## config.mk

```make
export PLATFORM = sky130hd
export DESIGN_NAME = pdts_sync_capture
export DESIGN_NICKNAME = d
export VERILOG_FILES = /design/src/rtl/pdts_sync_capture.sv
export SDC_FILE = /design/constraint.sdc
export NUM_CORES = 1
export LEC_CHECK = 0
export BUFFER_PORTS_ARGS = -buffer_cell sky130_fd_sc_hd__buf_2
export CORE_UTILIZATION = 53
export CTS_CLUSTER_SIZE = 20
export DETAILED_ROUTE_END_ITERATION = 10
export PLACE_DENSITY = 0.7
export REMOVE_ABC_BUFFERS = 1
export SLEW_MARGIN = 15
export SYNTH_ARGS = -nofsm -noshare
export SYNTH_HDL_FRONTEND = slang
export SYNTH_SLANG_ARGS = --single-unit
```

## constraint.sdc

```tcl
create_clock -name clk -period 11.8 [get_ports clk]
set_input_delay 0.59 -clock clk [delete_from_list [all_inputs] [get_ports clk]]
set_output_delay 0.59 -clock clk [all_outputs]
set_load 0.01 [all_outputs]
```

## src/rtl/pdts_sync_capture.sv

```systemverilog
// rtl/pdts_sync_capture.sv - sync command capture FIFO with timestamp continuity checker
//
// Captures masked sync commands together with their arrival timestamp into a
// first-word-fall-through FIFO, and checks that the endpoint timestamp
// advances by exactly one per clock while the endpoint reports ready.
//
// Ports:
//   clk       endpoint recovered system clock
//   rst_n     asynchronous active-low reset
//   rdy       endpoint ready; sync/tstamp valid only when high
//   sync      command code
//   sync_v    command strobe
//   tstamp    endpoint timestamp
//   cmd_mask  per-command capture enable
//   clr       synchronous clear of ovf_cnt and ts_err
//   rd_en     pop head entry
//   rd_valid  FIFO non-empty
//   rd_cmd    head command (0 when empty)
//   rd_ts     head timestamp (0 when empty)
//   count     current occupancy, 0..DEPTH
//   ovf_cnt   saturating count of dropped captures
//   ts_err    sticky timestamp discontinuity flag
//   locked    timestamp continuity currently good
module pdts_sync_capture #(
    parameter int DEPTH = 16,
    parameter int CMD_W = 4,
    parameter int TS_W  = 64
) (
    input  logic                     clk,
    input  logic                     rst_n,
    input  logic                     rdy,
    input  logic [CMD_W-1:0]         sync,
    input  logic                     sync_v,
    input  logic [TS_W-1:0]          tstamp,
    input  logic [(2**CMD_W)-1:0]    cmd_mask,
    input  logic                     clr,
    input  logic                     rd_en,
    output logic                     rd_valid,
    output logic [CMD_W-1:0]         rd_cmd,
    output logic [TS_W-1:0]          rd_ts,
    output logic [$clog2(DEPTH):0]   count,
    output logic [15:0]              ovf_cnt,
    output logic                     ts_err,
    output logic                     locked
);

    localparam int AW = $clog2(DEPTH);

    localparam logic [0:0] ST_UNARMED = 1'b0;
    localparam logic [0:0] ST_ARMED   = 1'b1;

    logic [CMD_W-1:0] r_mem_cmd [DEPTH];
    logic [TS_W-1:0]  r_mem_ts  [DEPTH];
    logic [AW-1:0]    r_wptr;
    logic [AW-1:0]    r_rptr;
    logic [AW:0]      r_count;
    logic [15:0]      r_ovf_cnt;

    logic [0:0]       r_state;
    logic [TS_W-1:0]  r_ts_prev;
    logic             r_ts_err;
    logic             r_locked;

    logic             w_wr_req;
    logic             w_full;
    logic             w_pop;
    logic             w_wr;
    logic             w_drop;
    logic             w_ts_match;
    logic             w_ts_mismatch;

    assign w_wr_req = rdy & sync_v & cmd_mask[sync];
    assign w_full   = (r_count == (AW+1)'(DEPTH));
    assign w_pop    = rd_en & (r_count != '0);
    // A pop on the same edge frees the slot, so a full FIFO can still accept.
    assign w_wr     = w_wr_req & (~w_full | w_pop);
    assign w_drop   = w_wr_req & w_full & ~w_pop;

    assign w_ts_match    = (tstamp == r_ts_prev + TS_W'(1));
    assign w_ts_mismatch = rdy & (r_state == ST_ARMED) & ~w_ts_match;

    // Storage carries no reset; outputs are gated by occupancy instead.
    always_ff @(posedge clk) begin
        if (w_wr) begin
            r_mem_cmd[r_wptr] <= sync;
            r_mem_ts[r_wptr]  <= tstamp;
        end
    end

    always_ff @(posedge clk or negedge rst_n) begin
        if (!rst_n) begin
            r_wptr  <= '0;
            r_rptr  <= '0;
            r_count <= '0;
        end else begin
            if (w_wr) begin
                r_wptr <= r_wptr + AW'(1);
            end
            if (w_pop) begin
                r_rptr <= r_rptr + AW'(1);
            end
            case ({w_wr, w_pop})
                2'b10:   r_count <= r_count + (AW+1)'(1);
                2'b01:   r_count <= r_count - (AW+1)'(1);
                default: r_count <= r_count;
            endcase
        end
    end

    // A drop on the same edge as clr wins, restarting the count at one.
    always_ff @(posedge clk or negedge rst_n) begin
        if (!rst_n) begin
            r_ovf_cnt <= '0;
        end else if (w_drop) begin
            if (clr) begin
                r_ovf_cnt <= 16'd1;
            end else if (r_ovf_cnt != 16'hFFFF) begin
                r_ovf_cnt <= r_ovf_cnt + 16'd1;
            end
        end else if (clr) begin
            r_ovf_cnt <= '0;
        end
    end

    // Continuity checker: always re-latches the current timestamp, so one
    // jump produces a single mismatch and the next clean step relocks.
    always_ff @(posedge clk or negedge rst_n) begin
        if (!rst_n) begin
            r_state   <= ST_UNARMED;
            r_ts_prev <= '0;
            r_locked  <= 1'b0;
        end else if (!rdy) begin
            r_state  <= ST_UNARMED;
            r_locked <= 1'b0;
        end else begin
            r_ts_prev <= tstamp;
            if (r_state == ST_UNARMED) begin
                r_state  <= ST_ARMED;
                r_locked <= 1'b0;
            end else begin
                r_locked <= w_ts_match;
            end
        end
    end

    always_ff @(posedge clk or negedge rst_n) begin
        if (!rst_n) begin
            r_ts_err <= 1'b0;
        end else if (w_ts_mismatch) begin
            r_ts_err <= 1'b1;
        end else if (clr) begin
            r_ts_err <= 1'b0;
        end
    end

    assign rd_valid = (r_count != '0);
    assign rd_cmd   = rd_valid ? r_mem_cmd[r_rptr] : '0;
    assign rd_ts    = rd_valid ? r_mem_ts[r_rptr]  : '0;
    assign count    = r_count;
    assign ovf_cnt  = r_ovf_cnt;
    assign ts_err   = r_ts_err;
    assign locked   = r_locked;

endmodule

```

==> run metrics, run 1 <==
pre-CTS setup slack=6.69 ns; commonest cells after routing, fill and taps aside=edfxtp_1 (1088), mux4_2 (345), buf_2 (179), clkbuf_16 (116), dfrtp_1 (92); # setup viols final=0; clock-pin slew on the worst setup and hold paths=0.06 ns; Startpoint Class=flip-flop; PnR worst setup slack=6.44 ns; Mapped Avg Cell Area=21.1 um2; worst r2r path cells=6; drt pass-1 iters=8; outcome=complete, but fails checks; Die X-Extent=301 um; CP Data Required Time=11.21 ns; die area=90900 um2; Vias=23500; fill cell count=6133; fraction of layout instances using a drive strength above 1=31.8%; buffer depth of the longest clock path=3; Synth Flop Type=edfxtp_1; I/O pin cnt=182; initial drt markers=2401; Num CTS Buffers=114; Vias/cell=6.26; Slew HR=19.3%; post-DR wirelength/cell=29.1 um; clock sink count=1184; core area=88600 um2; failing checks=design-rule violations; largest net degree at the start of global routing=153; number of global-route vias before repair=24600; pwr dens=218 nW/um2; critical path arrival=4.77 ns; CP Class=reg -> out; Routed Antenna Nets=0; CTS tree=built; antenna violations before repair=4; Hold Path Depth=3; clock latency on the worst-skew pair=0.70 ns; Hold Path Class=in -> reg; Max Freq=0.187 GHz; FP Rows=109; Yosys warnings=0; clk_skew=0.0285 ns; period utilization=45.4%; sequential area share after synthesis=73.8%; Synth Register Bits=1184; leakage=0.0173 uW; GP Congestion=0.883; unrepaired setup endpoints after global routing=false; CTS Root Cell=clkbuf_16; I/O Buffers=181; Critical Path Fanout Max=103; number of remaining DRC errors=16; final max-slew violation count=0; first-pass GRT wire length=162 mm; Max Cap Viol=0; number of synthesized flops with an enable pin=1088; total gr overflow=0; crit path capture type=output port; Layout area overhead=13.0%; initial core utilization=53.6%; DIE HEIGHT=301 um; Mapped Cells=2252; Final HPWL DP=58.6 mm; IR Drop Worst-Case VDD=0.000202 V; Yosys cell types=53; total track usage=24.5%; Tmin final=5.36 ns; Slew @ Worst Pin=1.21 ns; Total Wirelength=109 mm; # H-tree levels=3; Post-Synthesis Cell Area=47500 um2; hold_ws=0.195 ns; nets=2579; post-CTS setup buffers=0; Synth async-reset ratio=8.11%; final hold vios=0; commonest non-fill, non-tap cell in the layout=edfxtp_1
==> timing repair <==
item / 4_1_cts / 5_1_grt
gates resized for setup: 0 / 0
hold endpoints to repair: 24 / 0
hold buffers: 1 / 0
==> cell families (layout without fill, tap and decap cells) <==
group                      Yosys count  in the layout  synth area share [%]
AOI/OAI and AO/OA                   61             61                 0.827
xor gates and xnor gates           118            118                  2.17
adders and majority gates           11             11                 0.305
buffers and inverters              121            448                 0.961
DFF                               1184           1184                  73.8
muxes                              413            413                  17.9
other                                0              2                     0
and+or+nand+nor                    344            344                  4.01
==> Yosys cell counts, drive strengths merged (4+ instances only) <==
cell type | n | area, um2
mux4 | 345 | 7770
nor3b | 4 | 30.0
nor3 | 22 | 110
nor2 | 51 | 191
a31oi | 6 | 37.5
buf | 30 | 115
dfrtp | 96 | 2400
nand3 | 32 | 160
xnor2 | 77 | 674
and4 | 15 | 134
clkbuf | 77 | 289
nand4 | 29 | 188
and2 | 73 | 457
ha | 10 | 125
nor2b | 4 | 25.0
edfxtp | 1088 | 32700
inv | 14 | 52.6
nand2b | 5 | 31.3
o2111ai | 4 | 35.0
or3 | 10 | 62.6
o21ai | 18 | 90.1
and3 | 13 | 81.3
nand2 | 53 | 199
or4 | 5 | 41.3
nand4b | 4 | 35.0
mux2 | 62 | 698
xor2 | 41 | 359
a21oi | 12 | 60.1
nor4 | 17 | 106
mux2i | 6 | 60.1
==> per-stage QoR <==
stage	util (%)	TNS, ns	power (uW)	cell area, um2	std cells
2_1_floorplan	-	-30.88	7940	47100	2145
3_3_place_gp	56.3	0	8150	49900	3525
3_5_place_dp	56.3	0	8180	49900	3525
4_1_cts	60.6	0	11800	53700	3743
5_1_grt	60.6	0	12100	53700	3746
6_report	60.6	0	11700	53700	3746
==> critical path, cell delays in order, from the launching register on <==
cell and delay, ns:
dfrtp_4 0.97, buf_4 0.77, buf_12 0.67, mux4_2 0.60, mux4_2 0.52, and2_1 0.21, buf_2 0.15
==> cell type report <==
| cell class | instances | area [um2] | area share [%] |
|---|---|---|---|
| clock buffer | 135 | 3000 | 5.59 |
| inverter | 14 | 52.6 | 0.0978 |
| timing repair buffer | 217 | 1240 | 2.31 |
| multi-input combinational | 947 | 12100 | 22.6 |
| tap | 1165 | 1460 | 2.71 |
| clock inverter | 82 | 751 | 1.40 |
| antenna | 2 | 5.00 | 0.00932 |
| sequential | 1184 | 35100 | 65.3 |
==> sequential cells by signal, summed over array words and instances, names as in the netlist <==
register,flops
r_ts_prev,64
r_mem_cmd,64
r_rptr,4
locked,1
r_mem_ts,1024
count,5
r_state,1
ts_err,1
ovf_cnt,16
r_wptr,4
==> layer usage <==
layer  global-route usage [%]  vias to the layer above  share of wire (%)
met5                        0                        -              0.012
met4                     7.13                        2                2.1
met3                     3.66                      135                6.8
met2                     39.9                      949                 50
met1                     34.9                    12600                 41
li1                         -                     9789                  -
==> worst paths after layout <==
path | slack, ns | end | startpoint
max | 6.44 | rd_ts[54] | r_rptr[0]
min reg2reg | 0.50 | ts_err | ts_err
min in group asynchronous | 0.34 | ovf_cnt[3] | rst_n
max reg2reg | 7.68 | r_mem_cmd[11][3] | count[0]
min | 0.19 | r_rptr[2] | rd_en
max in group asynchronous | 10.07 | r_rptr[3] | rst_n
==> where the power goes <==
part	internal [uW]	switching, uW
clock	2100	1540
combinational	1630	1460
sequential	4730	237
total	8460	3240
No activity file was read; power rests on OpenSTA's default activity.
==> run 2: changes to the inputs <==
--- a/config.mk
+++ b/config.mk
@@ -9,7 +9,7 @@
 export CORE_UTILIZATION = 53
 export CTS_CLUSTER_SIZE = 20
 export DETAILED_ROUTE_END_ITERATION = 10
-export PLACE_DENSITY = 0.7
+export PLACE_DENSITY = 0.73
 export REMOVE_ABC_BUFFERS = 1
 export SLEW_MARGIN = 15
 export SYNTH_ARGS = -nofsm -noshare
==> constraint.sdc (replaced) <==
create_clock -name clk -period 4.9 [get_ports clk]
set_input_delay 0.245 -clock clk [delete_from_list [all_inputs] [get_ports clk]]
set_output_delay 0.245 -clock clk [all_outputs]
set_load 0.01 [all_outputs]
==> run 2 against run 1 <==
- the run still ends with design-rule violations left
- clock skew is 0.0049 ns lower
- clock-buffer cell count down 6
- register-to-register slack worse by 6.3 ns
- via count grew 0.61%
- critical path depth fell by 1
- clock power is 140% higher
- critical path type unchanged
- largest power group unchanged
==> run metrics, run 2 (same netlist as run 1, synthesis figures left out) <==
initial core utilization=53.6%; post-CTS setup buffers=0; die area=90900 um2; fraction of layout instances using a drive strength above 1=31.4%; total track usage=23.8%; commonest cells after routing, fill and taps aside=edfxtp_1 (1088), mux4_2 (345), buf_2 (179), clkbuf_16 (111), dfrtp_1 (92); Slew HR=24.3%; critical path arrival=3.58 ns; Startpoint Class=flip-flop; Slew @ Worst Pin=1.14 ns; top flop regs=r_mem_ts (1024), r_mem_cmd (64), r_ts_prev (64); CP Class=reg -> out; Die X-Extent=301 um; DIE HEIGHT=301 um; total gr overflow=0; # setup viols final=0; clock-pin slew on the worst setup and hold paths=0.06 ns; nets=2655; failing checks=design-rule violations; period utilization=78.1%; CP Data Required Time=4.66 ns; Resize count post-CTS=0; initial drt markers=2186; largest net degree at the start of global routing=74; CTS tree=built; first-pass GRT wire length=158 mm; I/O pin cnt=182; Hold Path Class=in -> reg; number of global-route vias before repair=24500; Hold Path Depth=1; Num CTS Buffers=110; Routed Antenna Nets=0; CTS Root Cell=clkbuf_16; FP Rows=109; crit-path cells=buf_4, mux4_2, mux4_2, and2_1, buf_2; Largest register FFs=1024; setup TNS=0 ns; unrepaired setup endpoints after global routing=false; Critical Path Fanout Max=26; Max Cap Viol=0; clk_skew=0.0236 ns; worst r2r path cells=9; final max-slew violation count=0; final hold vios=0; max incr delay on CP=0.85 ns; clock sink count=1184; outcome=complete, but fails checks; GP Congestion=0.908; Max Freq=0.261 GHz; core area=88600 um2; commonest non-fill, non-tap cell in the layout=edfxtp_1; clock latency on the worst-skew pair=0.71 ns; # H-tree levels=3; drt pass-1 iters=9; CTS Hold Bufs=69; final core utilization=61.5%; buffer depth of the longest clock path=3; Vias=23600; Tmin final=3.82 ns; Vias/cell=6.19; most frequent CP cell=mux4_2; slowest CP cell=dfrtp_4; pwr dens=515 nW/um2; Layout area overhead=14.8%; crit path capture type=output port; I/O Buffers=181; number of remaining DRC errors=24; Final HPWL DP=58.8 mm; Total Wirelength=106 mm; post-DR wirelength/cell=27.9 um; leakage=0.0176 uW; IR Drop Worst-Case VDD=0.000346 V; antenna violations before repair=2; setup slack, reg-to-reg=1.42 ns; Largest Register=r_mem_ts
## run 2: cell count changes in the layout (fill, tap and decap cells not counted), sizes merged, moves of 2 or more
cell / change
dlygate4sd3: +68
buf: +12
clkinv: -12
clkbuf: -6
clkinvlp: +2
inv: +2
## run 2: power by group
part	internal, uW	total (uW)	leakage [uW]	switching, uW
Sequential	11400	12000	0.0109	632
Combinational	4050	7500	0.00492	3460
Clock	4920	8600	0.00178	3680
## run 2: path summary, 6_finish.rpt
path                               start          endpoint
max                            r_rptr[0]         rd_ts[20]
min                           tstamp[57]  r_mem_ts[13][57]
max reg2reg                r_ts_prev[12]            ts_err
min reg2reg                      r_state            locked
max in group asynchronous          rst_n     r_ts_prev[53]
min in group asynchronous          rst_n        ovf_cnt[3]
## run 2: layout make-up
type	instances	area [um2]
Timing Repair Buffer	297	2180
Inverter	14	52.6
Antenna cell	2	5.00
Clock inverter	75	790
Tap cell	1165	1460
Multi-Input combinational cell	947	12100
Clock buffer	129	2860
Fill cell	6062	34100
Sequential cell	1184	35100
## run 2: through the flow
step	std cells	hold slack [ns]	total power, uW	worst slack [ns]	area (um2)
CTS	3811	0.00175	28400	0.954	54500
floorplan	2145	-0.0506	17100	-7.01	47100
detailed placement	3538	0.386	19800	1.24	50200
global placement	3538	0.386	19700	1.40	50200
global route	3811	0.0121	29200	0.886	54500
finish	3813	0.0172	28100	1.08	54600
## run 2: routing by layer
metal / wire length (um) / up-vias / GRT usage, % / part of all wire (%)
met5: 35 / - / 0 / 0.033
met4: 2040 / 6 / 6.34 / 1.9
met3: 6830 / 144 / 3.36 / 6.4
met2: 53500 / 971 / 39.1 / 50
met1: 44000 / 12500 / 34.0 / 41
li1: - / 9957 / - / -
## run 2: worst max-delay path: cells and delay by family (launching register included)
kind	cells	cell delay, ns
mux	2	1.11
flops	1	0.85
buf+inv	2	0.71
simple gates	1	0.18
